===== src/rtl/alignment_initiator.sv =====
// alignment_initiator
//   Transmit side of a valid/accept write link. Write requests pushed by a
//   local producer are queued in a small circular FIFO and presented one at a
//   time through an output register to the receiving block.
//
//   Handshake: once valid rises, valid/data_out/addr_out are frozen until the
//   cycle in which accept is also high (the transfer cycle). accept while
//   valid is low has no effect. The producer side is a push interface: an
//   entry is taken when push_valid && push_ready; a push while push_ready is
//   low is dropped and recorded in the sticky overflow flag.
//
// Ports
//   clk, res_n      clock (rising edge), asynchronous active-low reset
//   push_valid      producer offers {push_addr, push_data} this cycle
//   push_ready      FIFO not full
//   valid           request presented to the receiver
//   data_out        request data  (to receiver data_in)
//   addr_out        request address (to receiver addr)
//   accept          receiver takes the request when high together with valid
//   level           entries held: FIFO plus output register (0..DEPTH+1)
//   overflow        sticky: push attempted while push_ready was low
//   stall_timeout   sticky: request stalled STALL_LIMIT consecutive cycles
//   clear_err       synchronous clear of both sticky flags (set wins)
module alignment_initiator #(
    parameter int DATA_WIDTH      = 8,
    parameter int ADDR_WIDTH      = 4,
    parameter int FIFO_DEPTH_LOG2 = 2,
    parameter int STALL_LIMIT     = 15
) (
    input  logic                       clk,
    input  logic                       res_n,
    input  logic                       push_valid,
    input  logic [DATA_WIDTH-1:0]      push_data,
    input  logic [ADDR_WIDTH-1:0]      push_addr,
    output logic                       push_ready,
    output logic                       valid,
    output logic [DATA_WIDTH-1:0]      data_out,
    output logic [ADDR_WIDTH-1:0]      addr_out,
    input  logic                       accept,
    output logic [FIFO_DEPTH_LOG2:0]   level,
    output logic                       overflow,
    output logic                       stall_timeout,
    input  logic                       clear_err
);

    localparam int DEPTH = 1 << FIFO_DEPTH_LOG2;
    localparam int CNT_W = $clog2(STALL_LIMIT + 1);
    localparam logic [CNT_W-1:0] STALL_MAX = CNT_W'(STALL_LIMIT);

    // FIFO storage and pointers; the extra MSB on each pointer separates
    // full (MSBs differ, index bits equal) from empty (pointers equal).
    logic [DATA_WIDTH-1:0]    mem_data [DEPTH];
    logic [ADDR_WIDTH-1:0]    mem_addr [DEPTH];
    logic [FIFO_DEPTH_LOG2:0] wr_ptr;
    logic [FIFO_DEPTH_LOG2:0] rd_ptr;
    logic                     fifo_empty;
    logic                     fifo_full;

    logic                     push_acc;
    logic                     xfer;
    logic                     out_free;
    logic                     pop;
    logic                     bypass;
    logic                     fifo_wr;

    logic [CNT_W-1:0]         stall_cnt;
    logic [CNT_W-1:0]         stall_cnt_inc;
    logic                     stalled;
    logic                     stall_set;
    logic                     ovf_set;

    assign fifo_empty = (wr_ptr == rd_ptr);
    assign fifo_full  = (wr_ptr[FIFO_DEPTH_LOG2] != rd_ptr[FIFO_DEPTH_LOG2]) &&
                        (wr_ptr[FIFO_DEPTH_LOG2-1:0] == rd_ptr[FIFO_DEPTH_LOG2-1:0]);

    assign push_ready = !fifo_full;
    assign push_acc   = push_valid && push_ready;
    assign ovf_set    = push_valid && !push_ready;
    assign xfer       = valid && accept;

    // The output register can take a new entry when it is empty or is being
    // emptied by a transfer this cycle. The FIFO head always has priority so
    // order is kept; a push only bypasses the FIFO when nothing is queued.
    assign out_free = !valid || xfer;
    assign pop      = out_free && !fifo_empty;
    assign bypass   = out_free && fifo_empty && push_acc;
    assign fifo_wr  = push_acc && !bypass;

    // FIFO storage needs no reset; the pointers define what is live.
    always_ff @(posedge clk) begin
        if (fifo_wr) begin
            mem_data[wr_ptr[FIFO_DEPTH_LOG2-1:0]] <= push_data;
            mem_addr[wr_ptr[FIFO_DEPTH_LOG2-1:0]] <= push_addr;
        end
    end

    always_ff @(posedge clk or negedge res_n) begin
        if (!res_n) begin
            wr_ptr <= '0;
            rd_ptr <= '0;
        end else begin
            if (fifo_wr) wr_ptr <= wr_ptr + 1'b1;
            if (pop)     rd_ptr <= rd_ptr + 1'b1;
        end
    end

    // Output register. When it goes idle the old data is simply left in
    // place; only valid carries meaning then.
    always_ff @(posedge clk or negedge res_n) begin
        if (!res_n) begin
            valid    <= 1'b0;
            data_out <= '0;
            addr_out <= '0;
        end else if (out_free) begin
            if (pop) begin
                valid    <= 1'b1;
                data_out <= mem_data[rd_ptr[FIFO_DEPTH_LOG2-1:0]];
                addr_out <= mem_addr[rd_ptr[FIFO_DEPTH_LOG2-1:0]];
            end else if (bypass) begin
                valid    <= 1'b1;
                data_out <= push_data;
                addr_out <= push_addr;
            end else begin
                valid    <= 1'b0;
            end
        end
    end

    always_ff @(posedge clk or negedge res_n) begin
        if (!res_n) begin
            level <= '0;
        end else begin
            case ({push_acc, xfer})
                2'b10:   level <= level + 1'b1;
                2'b01:   level <= level - 1'b1;
                default: level <= level;
            endcase
        end
    end

    // Stall counter saturates at the limit; the flag is set on every stalled
    // cycle at the limit, so a clear while still stalled does not stick.
    assign stalled       = valid && !accept;
    assign stall_cnt_inc = (stall_cnt == STALL_MAX) ? stall_cnt : stall_cnt + 1'b1;
    assign stall_set     = stalled && (stall_cnt_inc == STALL_MAX);

    always_ff @(posedge clk or negedge res_n) begin
        if (!res_n) begin
            stall_cnt <= '0;
        end else if (stalled) begin
            stall_cnt <= stall_cnt_inc;
        end else begin
            stall_cnt <= '0;
        end
    end

    always_ff @(posedge clk or negedge res_n) begin
        if (!res_n) begin
            overflow      <= 1'b0;
            stall_timeout <= 1'b0;
        end else begin
            overflow      <= ovf_set   || (overflow      && !clear_err);
            stall_timeout <= stall_set || (stall_timeout && !clear_err);
        end
    end

endmodule


===== config.mk =====
export PLATFORM = sky130hd
export DESIGN_NAME = alignment_initiator
export DESIGN_NICKNAME = d
export VERILOG_FILES = /design/src/rtl/alignment_initiator.sv
export SDC_FILE = /design/constraint.sdc
export NUM_CORES = 1
export LEC_CHECK = 0
export CAP_MARGIN = 20
export CORE_ASPECT_RATIO = 1.5
export CORE_MARGIN = 2
export CORE_UTILIZATION = 30
export CTS_CLUSTER_DIAMETER = 80
export CTS_CLUSTER_SIZE = 12
export DETAILED_ROUTE_END_ITERATION = 12
export PLACE_DENSITY = 0.46
export RECOVER_POWER = 100
export SLEW_MARGIN = 20
export SYNTH_ARGS = -nofsm -noshare
export SYNTH_HDL_FRONTEND = slang
export SYNTH_SLANG_ARGS = --single-unit

===== constraint.sdc =====
create_clock -name clk -period 3.1 [get_ports clk]
set_clock_uncertainty 0.05 [all_clocks]
set_input_delay 0.31 -clock clk [delete_from_list [all_inputs] [get_ports clk]]
set_output_delay 0.31 -clock clk [all_outputs]
set_load 0.01 [all_outputs]

---- After elaboration in Yosys (flattened, before gate mapping) ----
Memories as Yosys holds them, arrays and structs flattened.
Cells that the tools add are included.
word-level totals
  memory bits (read-only) ................. 0
  bits of input ports ..................... 17
  word-level logic and storage cells ...... 58
  register bits after elaboration ......... 28
  memory bits (writable) .................. 48
  memories ................................ 2
  output and inout port bits .............. 19
  bits in latches ......................... 0
operators by class
  $lt $le $gt $ge ......................... 0
  mux-type cells .......................... 11
  shift operators ......................... 0
  div/mod/pow operators ................... 0
  eq/ne operators ......................... 7
  multiply operators ...................... 0
  bitwise operators ....................... 0
  $add $sub $neg .......................... 5
  reduce and logical (&&, ||, !) cells .... 24
memory list
  name      words  width  read ports  clocked after Yosys merged registers in  write ports  line  RTL
  mem_data  4      8      1           0                                        1            52    logic [DATA_WIDTH-1:0] mem_data [DEPTH];
  mem_addr  4      4      1           0                                        1            53    logic [ADDR_WIDTH-1:0] mem_addr [DEPTH];
operator list
  operator                                           number
  two-way mux 4 bit                                  4
  two-way mux 8 bit                                  2
  logical AND 1 bit                                  12
  adder 3 x 1 -> 3 bit (second input constant)       3
  == test 4 bit (second input constant)              2
  zero test 1 bit                                    6
  one-hot mux 3 bit (2 select lines)                 1
  adder 4 x 1 -> 4 bit (second input constant)       1
  two-way mux 1 bit                                  4
  nonzero test 2 bit                                 2
  == test 3 bit                                      1
  logical OR 1 bit                                   3
  subtractor 3 x 1 -> 3 bit (second input constant)  1
  == test 2 x 1 -> 1 bit (second input constant)     1
  == test 2 bit                                      1
  == test 2 bit (second input constant)              1
  AND reduction 2 bit                                1
  inequality test 1 bit                              1

---- Longest topological paths before layout ----
Gate-level depths: netlist of the first run.
  depth after elaboration ................. 9
  mapped depth ............................ 11
  depth with buffers taken out ............ 10

---- Least setup slack after synthesis of the first run ----
Ideal clock, no wire load.
  path type ............................... flip-flop to flip-flop
  start ................................... register rd_ptr[0]
  end ..................................... register level[2]
  slack ................................... 1.010 ns
  setup time .............................. 0.079 ns
  required time ........................... 2.971 ns
  clock period less this slack ............ 2.090 ns
  data arrival time ....................... 1.961 ns
  stages on the path, launching flop included .. 12
  path through ............................ dfrtp_1 > buf_6 > xor2_4 > nor2_1 > nand2_1 > nand2_1 > ha_1 > inv_1 > fa_1 > xor2_1 > nor2_1 > xor2_1
between the ends
  word-level cells in the longest chain between the ends .. 6
  elaborated cells on any way between the ends .. 8
  classes of those cells .................. eq/ne (3); mux (1); reduce/logical (4)
RTL lines
  element                                                                          line  RTL
  start, declared                                                                  55    logic [FIFO_DEPTH_LOG2:0] rd_ptr;
  start signal, assigned                                                           103   if (pop) rd_ptr <= rd_ptr + 1'b1;
  == test 2 bit (*)                                                                74    (wr_ptr[FIFO_DEPTH_LOG2-1:0] == rd_ptr[FIFO_DEPTH_LOG2-1:0]);
  logical AND 1 bit (*)                                                            73    assign fifo_full = (wr_ptr[FIFO_DEPTH_LOG2] != rd_ptr[FIFO_DEPTH_LOG2]) &&
  zero test 1 bit (*)                                                              76    assign push_ready = !fifo_full;
  via push_ready                                                                   35    output logic push_ready,
  logical AND 1 bit (*)                                                            77    assign push_acc = push_valid && push_ready;
  == test 2 x 1 -> 1 bit / == test 2 bit (equally long branches)                   133   case ({push_acc, xfer})
  one-hot mux 3 bit (2 select lines) / nonzero test 2 bit (equally long branches)  -
  end signal, assigned                                                             134   2'b10: level <= level + 1'b1;
  end signal, assigned                                                             135   2'b01: level <= level - 1'b1;
  end signal, assigned                                                             136   default: level <= level;
  end, declared                                                                    40    output logic [FIFO_DEPTH_LOG2:0] level,
The timed path passes the listed nets; every way through them passes the cells marked *.
A chain may end at the register's enable or synchronous reset.

---- Final worst setup path of the first run ----
  start ................................... register wr_ptr[1]
  end ..................................... memory mem_data[2][4] (enable)
between the ends
  word-level cells in the longest chain between the ends .. 9
  elaborated cells on any way between the ends .. 11
  classes of those cells .................. eq/ne (2); mux (2); reduce/logical (7)
RTL lines
  element                                  line  RTL
  start, declared                          54    logic [FIFO_DEPTH_LOG2:0] wr_ptr;
  start signal, assigned                   102   if (fifo_wr) wr_ptr <= wr_ptr + 1'b1;
  == test 2 bit                            74
  logical AND 1 bit                        73
  zero test 1 bit                          76
  logical AND 1 bit                        77
  logical AND 1 bit                        86    assign bypass = out_free && fifo_empty && push_acc;
  zero test 1 bit                          87    assign fifo_wr = push_acc && !bypass;
  logical AND 1 bit                        87
  two-way mux 1 bit                        91    if (fifo_wr) begin
  two-way mux 1 bit (not written as such)  92    mem_data[wr_ptr[FIFO_DEPTH_LOG2-1:0]] <= push_data;
  end, declared                            52
Parallel ways exist; a longest one is shown, timed or not.

==> results by group, run 1 <==
Final layout
  • Number of fillers in the final layout: ~1000
  • Final instance area: 3980 um^2
  • Layout cell share with drive strength beyond 1: 0.135
  • Layout Nets: 265
  • Ant diodes: 0
  • Finished Layout Cells: 389
  • P&R area growth vs syn: 24.6%

CTS
  • H-tree depth: 3
  • # clock sinks: 76
  • Post-cts resize count: 0
  • Clk slew on worst S/H paths: 0.06 ns
  • Post-CTS setup buffer count: 0
  • CTS tree: done
  • CTS max path bufs: 2
  • Root Buffer: clkbuf_16
  • CTS buffer count: 9
  • Worst skew pair latency: 0.33 ns
  • Hold_buf cts: 0

Global route
  • Remaining Overflow, GRT: 0
  • Largest net degree at the start of global routing: 29
  • Vias in the first global route: 1913
  • Initial antenna violation count: 0
  • Global-route usage over all layers: 0.132
  • First-pass GRT wire length: 10.7 mm

Drt
  • DRC: 0
  • Via/cell ratio: 4.65
  • Post-DRT Antenna Nets: 0
  • Via count: between 1500 and 2000
  • Routed wire length: between 6 and 7 mm
  • Avg WL per Cell: 17.5 um
  • 1st-pass router iterations: 4
  • DR iter-0 viols: 80

Placed design
  • Cell Area, Placed: 3740 um^2
  • Port buffer count: 35
  • Placed cells: 373
  • Hpwl dp: 4.32 mm
  • Final Wtd Congestion: 0.708

Worst setup path
  • CP Data Required Time: 3.00 ns
  • WS Path Type: register to register
  • Cell Chain, Critical Path: xor2_1, o31a_1, and2_0, clkbuf_1
  • CP max stage cell: clkbuf_1
  • Setup crit start kind: register
  • Worst setup EP type: register
  • Worst path max stage delay: 0.66 ns
  • Crit-path max FO: 12
  • FF-to-FF path depth: 4
  • Critical path arrival: roughly 2.3 ns

Timing
  • Unrepaired setup endpoints after global routing: no
  • Final TNS setup: 0 ns
  • Slew headroom: -0.106
  • Worst Tran Pin Value: 1.66 ns
  • Tcrit/Tclk final: 0.764
  • Hold Vio Cnt, Final: 0
  • F_max: 0.422 GHz
  • Slew Limit Fails: 29
  • Setup-failing EPs final: 0
  • Tmin final: 2.37 ns

Floorplan
  • Std-Cell Core Area: 10500 um^2
  • DIE WIDTH: 88.3 um
  • Std-Cell Rows: 46
  • Initial core utilization: 0.305
  • Num ports: 36
  • Die H: 130 um
  • Area of the die: 11500 um^2

Status
  • Failing checks: max-capacitance violations, max-slew violations
  • Status: finished with violations

Synthesis
  • Number of flops mapped to enable cells by yosys: 48
  • Yosys reg bits: 76
  • Netlist Area Pre-Place: 3190 um^2
  • Synthesized instance count: 195
  • Async set-reset flop share out of synthesis: 0.368
  • Synth Net Count: 220
  • Synth unique cells: 39
  • Register area share after synthesis: 0.671
  • Synthesis Warnings: 0
  • Primary FF master, synth: edfxtp_1
  • Mean Syn Cell Area: 16.4 um^2

Worst hold path
  • Hold Path Depth: 1
  • Worst Hold Class: register to register

Job
  • Max-cap violation count: 1

Power
  • Power per cell area: 1020 nW/um^2
  • Lkg Pwr: 1.44 nW
  • Worst VDD drop: around 0.36 mV
## routing by layer
layer	up-vias	track usage	wire (um)
met4	0	0.0668	178
met2	30	0.218	3550
met3	12	0.0339	187
li1	837	-	-
met5	-	0	0
met1	928	0.158	2880
## cell type report
type | count | area (um^2) | area share
Multi-Input combinational cell | 99 | 927 | 0.233
Sequential cell | 76 | 2140 | 0.538
Timing Repair Buffer | 45 | 403 | 0.101
Clock inverter | 6 | 63.8 | 0.0160
Clock buffer | 10 | 229 | 0.0575
Tap cell | 144 | 180 | 0.0453
Inverter | 9 | 33.8 | 0.00849
## synthesized netlist by cell type (3+ instances only)
library cell	count	share of area
edfxtp_1	48	0.45
dfrtp_1	28	0.22
o22ai_1	13	0.025
a2bb2oi_1	12	0.033
mux4_2	12	0.085
inv_1	9	0.011
ha_1	7	0.027
nor2_1	6	0.0071
clkbuf_1	5	0.0059
nand2_1	5	0.0059
xor2_1	5	0.014
and2_1	4	0.0078
nand3_1	4	0.0063
xnor2_1	4	0.011
buf_2	3	0.0047
o21ai_0	3	0.0047
## cell usage in the layout, fill, tap and decap left out, types with 5 or more instances in the layout
master and count:
dlygate4sd3_1 32, ha_1 7, edfxtp_1 48, inv_1 9, dfrtp_1 28, nor2_1 6
clkbuf_1 7, clkbuf_16 9, o22ai_1 13, nand2_1 5, mux4_2 12, xor2_1 7
a2bb2oi_1 12
## registers in the layout (all words and copies together) (netlist names)
signal	flops
mem_data	32
mem_addr	16
data_out	8
addr_out	4
stall_cnt	4
level	3
rd_ptr	3
wr_ptr	3
overflow	1
stall_timeout	1
valid	1
## cells by family (layout without fill, tap and decap cells)
group / after synthesis / count (layout) / share of synthesized area
buf+inv: 20 / 70 / 0.0294
mux: 16 / 16 / 0.0979
compound gates: 38 / 38 / 0.0862
fa+ha+maj: 8 / 8 / 0.0337
simple gates: 26 / 26 / 0.0439
flops: 76 / 76 / 0.671
xor+xnor: 11 / 11 / 0.0384
## power by group
group          leakage, nW  total (mW)  switching, mW  internal (mW)
logic                0.529        1.46          0.761          0.704
registers            0.767        1.55          0.142           1.41
clock network        0.140        1.03          0.406          0.623
total                 1.44        4.05           1.31           2.74
## per-stage QoR
| step | utilization | power [mW] | worst slack (ns) | hold slack [ns] |
|---|---|---|---|---|
| after floorplan | - | 2.60 | 1.01 | -0.0356 |
| after global placement | 0.357 | 3.18 | 0.933 | 0.404 |
| after detailed placement | 0.357 | 3.19 | 0.923 | 0.419 |
| after CTS | 0.385 | 4.24 | 0.892 | 0.334 |
| after global routing | 0.380 | 4.33 | 0.564 | 0.436 |
| final | 0.380 | 4.05 | 0.732 | 0.418 |
## final timing paths
kind	startpoint	to	slack (ns)
setup / recovery	wr_ptr[1]	mem_data[2][4]	0.73
hold / removal	level[2]	level[2]	0.42
setup reg to reg	wr_ptr[1]	mem_data[2][4]	0.73
hold reg to reg	level[2]	level[2]	0.42
max in group asynchronous	res_n	data_out[1]	1.15
min in group asynchronous	res_n	wr_ptr[1]	0.88
## critical path, delay by kind of cell, from the launching register on
kind / cells / cell delay (ns)
compound gates: 1 / 0.30
xor+xnor: 1 / 0.38
buf+inv: 1 / 0.66
simple gates: 1 / 0.16
flops: 1 / 0.44
Note: power is estimated with default switching activity, not from simulation.
==> run 2, diff against run 1 <==
--- a/config.mk
+++ b/config.mk
@@ -12,7 +12,7 @@
 export CTS_CLUSTER_DIAMETER = 80
 export CTS_CLUSTER_SIZE = 12
 export DETAILED_ROUTE_END_ITERATION = 12
-export PLACE_DENSITY = 0.46
+export PLACE_DENSITY = 0.48
 export RECOVER_POWER = 100
 export SLEW_MARGIN = 20
 export SYNTH_ARGS = -nofsm -noshare
==> constraint.sdc (replaced) <==
create_clock -name clk -period 2.1 [get_ports clk]
set_clock_uncertainty 0.05 [all_clocks]
set_input_delay 0.21 -clock clk [delete_from_list [all_inputs] [get_ports clk]]
set_output_delay 0.21 -clock clk [all_outputs]
set_load 0.01 [all_outputs]
==> run 2 against run 1 <==
Net effect: the flow now finishes without violations; combinational power increased by 66%; utilization increased by 1.0 points; cell area increased by 2.6%; critical endpoint is now mem_data[2][1].
==> results by group, run 2 (synthesis results as in run 1) <==
Drt
  • 1st-pass router iterations: 4 (unchanged)
  • DR iter-0 viols: 83 (+3.8%)
  • Via count: 1884 (+4.3%)
  • Via/cell ratio: 4.70 (+1.1%)
  • Avg WL per Cell: 17.1 um (-2.3%)
  • Post-DRT Antenna Nets: 0 (unchanged)
  • Routed wire length: 6.84 mm (+0.68%)
  • DRC: 0 (unchanged)

CTS
  • Worst skew pair latency: 0.33 ns (about the same)
  • CTS max path bufs: 2 (unchanged)
  • CTS buffer count: 9 (unchanged)
  • # clock sinks: 76 (unchanged)
  • CTS tree: done
  • Hold_buf cts: 0 (unchanged)
  • H-tree depth: 3 (unchanged)
  • Clk slew on worst S/H paths: 0.06 ns (about the same)
  • Root Buffer: clkbuf_16

Power
  • Clk pwr share: 0.225 (-0.029)
  • P_int: 4.10 mW (+50%)
  • Sequential power share: 0.378 (-0.006)
  • Psw: 1.99 mW (+52%)
  • Power per cell area: 1490 nW/um^2 (+46%)
  • Lkg Pwr: 1.50 nW (+4.2%)
  • Worst VDD drop: 0.625 mV (+74%)
  • Combinational power share: 0.397 (+0.035)
  • Switching share of power: 0.327 (+0.00335)

Final layout
  • Number of fillers in the final layout: 1014 (-2.4%)
  • Layout Nets: 277 (+4.5%)
  • Core Util, Final: 0.390 (+0.0100)
  • Most frequent cells in the layout: 48 x edfxtp_1, 31 x dlygate4sd3_1, 26 x dfrtp_1
  • Ant diodes: 0 (unchanged)
  • Final instance area: 4080 um^2 (+2.6%)
  • Max reg flops: 32 (unchanged)
  • Layout cell share with drive strength beyond 1: 0.206 (+0.0715)
  • P&R area growth vs syn: 27.8%
  • Commonest non-fill, non-tap cell in the layout: edfxtp_1

Worst setup path
  • Setup crit start kind: register
  • Worst r2r src: rd_ptr[2]
  • FF-to-FF path depth: 6 (+2)
  • Crit-path max FO: 8 (-4)
  • Critical path arrival: 1.98 ns (-0.29 ns)
  • CP Data Required Time: 2.08 ns (-0.92 ns)
  • Crit Reg-Reg Endpoint: mem_data[2][1]
  • Reg2Reg Setup Slack: 0.1 ns (-0.64 ns)
  • Worst setup EP type: register
  • WS Path Type: register to register

Global route
  • Remaining Overflow, GRT: 0 (unchanged)
  • Initial antenna violation count: 0 (unchanged)
  • Vias in the first global route: 2027 (+6.0%)
  • First-pass GRT wire length: 10.9 mm (+1.7%)
  • Largest net degree at the start of global routing: 29 (unchanged)
  • Global-route usage over all layers: 0.130 (-0.00165)

Timing
  • Unrepaired setup endpoints after global routing: no
  • F_max: 0.499 GHz (+18%)
  • Tmin final: 2.00 ns (-0.365 ns)
  • Worst Tran Pin Value: 0.801 ns (-0.858 ns)
  • Setup-failing EPs final: 0 (unchanged)
  • Slew Limit Fails: 0 (-100%)
  • Final TNS setup: 0 ns (unchanged)
  • Hold Vio Cnt, Final: 0 (unchanged)
  • Slew headroom: 0.466 (+0.572)
  • Tcrit/Tclk final: 0.954 (+0.190)

Worst hold path
  • Worst Hold Class: register to register
  • Worst Hold Endpoint: level[2]
  • Hold Path Depth: 1 (unchanged)
  • Hold Crit Start: level[2]

Placed design
  • Port buffer count: 35 (unchanged)
  • Cell Area, Placed: 3840 um^2 (+2.7%)
  • Final Wtd Congestion: 0.738 (+4.1%)
  • Hpwl dp: 4.44 mm (+2.8%)

Floorplan
  • Die H: 130 um (unchanged)
  • Num ports: 36 (unchanged)
  • Area of the die: 11500 um^2 (unchanged)
  • DIE WIDTH: 88.3 um (unchanged)
  • Initial core utilization: 0.305 (unchanged)
  • Std-Cell Core Area: 10500 um^2 (unchanged)
  • Std-Cell Rows: 46 (unchanged)

Status
  • Status: finished clean

Job
  • Max-cap violation count: 0 (-1)
## run 2: worst max-delay path: stages, from the launching register on
cell and delay, ns:
dfrtp_1 0.40, xor2_1 0.19, clkbuf_1 0.13, nor2_1 0.17
o31a_1 0.26, and2_0 0.23, clkbuf_4 0.26
## run 2: layer usage
metal | vias up | global-route usage | share of wire | routed length, um
li1 | 865 | - | - | -
met1 | 980 | 0.156 | 0.43 | 2920
met2 | 30 | 0.223 | 0.53 | 3640
met3 | 9 | 0.0258 | 0.021 | 145
met4 | 0 | 0.0615 | 0.019 | 133
met5 | - | 0 | 0 | 0
## run 2: final cells by class
class	count	area [um^2]	area share
Clock buffer	11	233	0.0570
Clock inverter	5	28.8	0.00705
Inverter	9	33.8	0.00827
Sequential cell	76	2140	0.525
Multi-Input combinational cell	99	958	0.235
Tap cell	144	180	0.0441
Timing Repair Buffer	57	505	0.124
## run 2: power groups by stage
stage	sequential [mW]	clock (mW)	combinational, mW
4_1_cts	2.31	1.40	2.59
6_report	2.30	1.37	2.42
2_1_floorplan	2.36	0	1.47
3_3_place_gp	2.33	0	2.56
3_5_place_dp	2.33	0	2.57
5_1_grt	2.35	1.46	2.66
## run 2: through the flow
step                hold WS [ns]  worst slack (ns)  instances  power [mW]
floorplan                 -0.136           0.00984        195        3.83
global placement           0.410            0.0780        383        4.89
detailed placement         0.415            0.0509        383        4.90
CTS                        0.243            0.0319        399        6.30
global route               0.446            0.0178        401        6.47
finish                     0.417            0.0970        401        6.08
## run 2: how the worst max path moves through the flow
stage | slack, ns | endpoint | from
floorplan | 0.01 | level[2] | rd_ptr[0]
global placement | 0.08 | level[2] | wr_ptr[0]
detailed placement | 0.05 | level[2] | wr_ptr[0]
CTS | 0.03 | push_ready | wr_ptr[0]
global route | 0.02 | level[2] | rd_ptr[0]
finish | 0.1 | mem_data[2][1] | rd_ptr[2]
## run 2: repair_timing
action                                  4_1_cts  5_1_grt
buffers inserted                              0        2
hold endpoints to repair                      0        0
resized for setup                             0        4
endpoints found under the setup margin        0        2
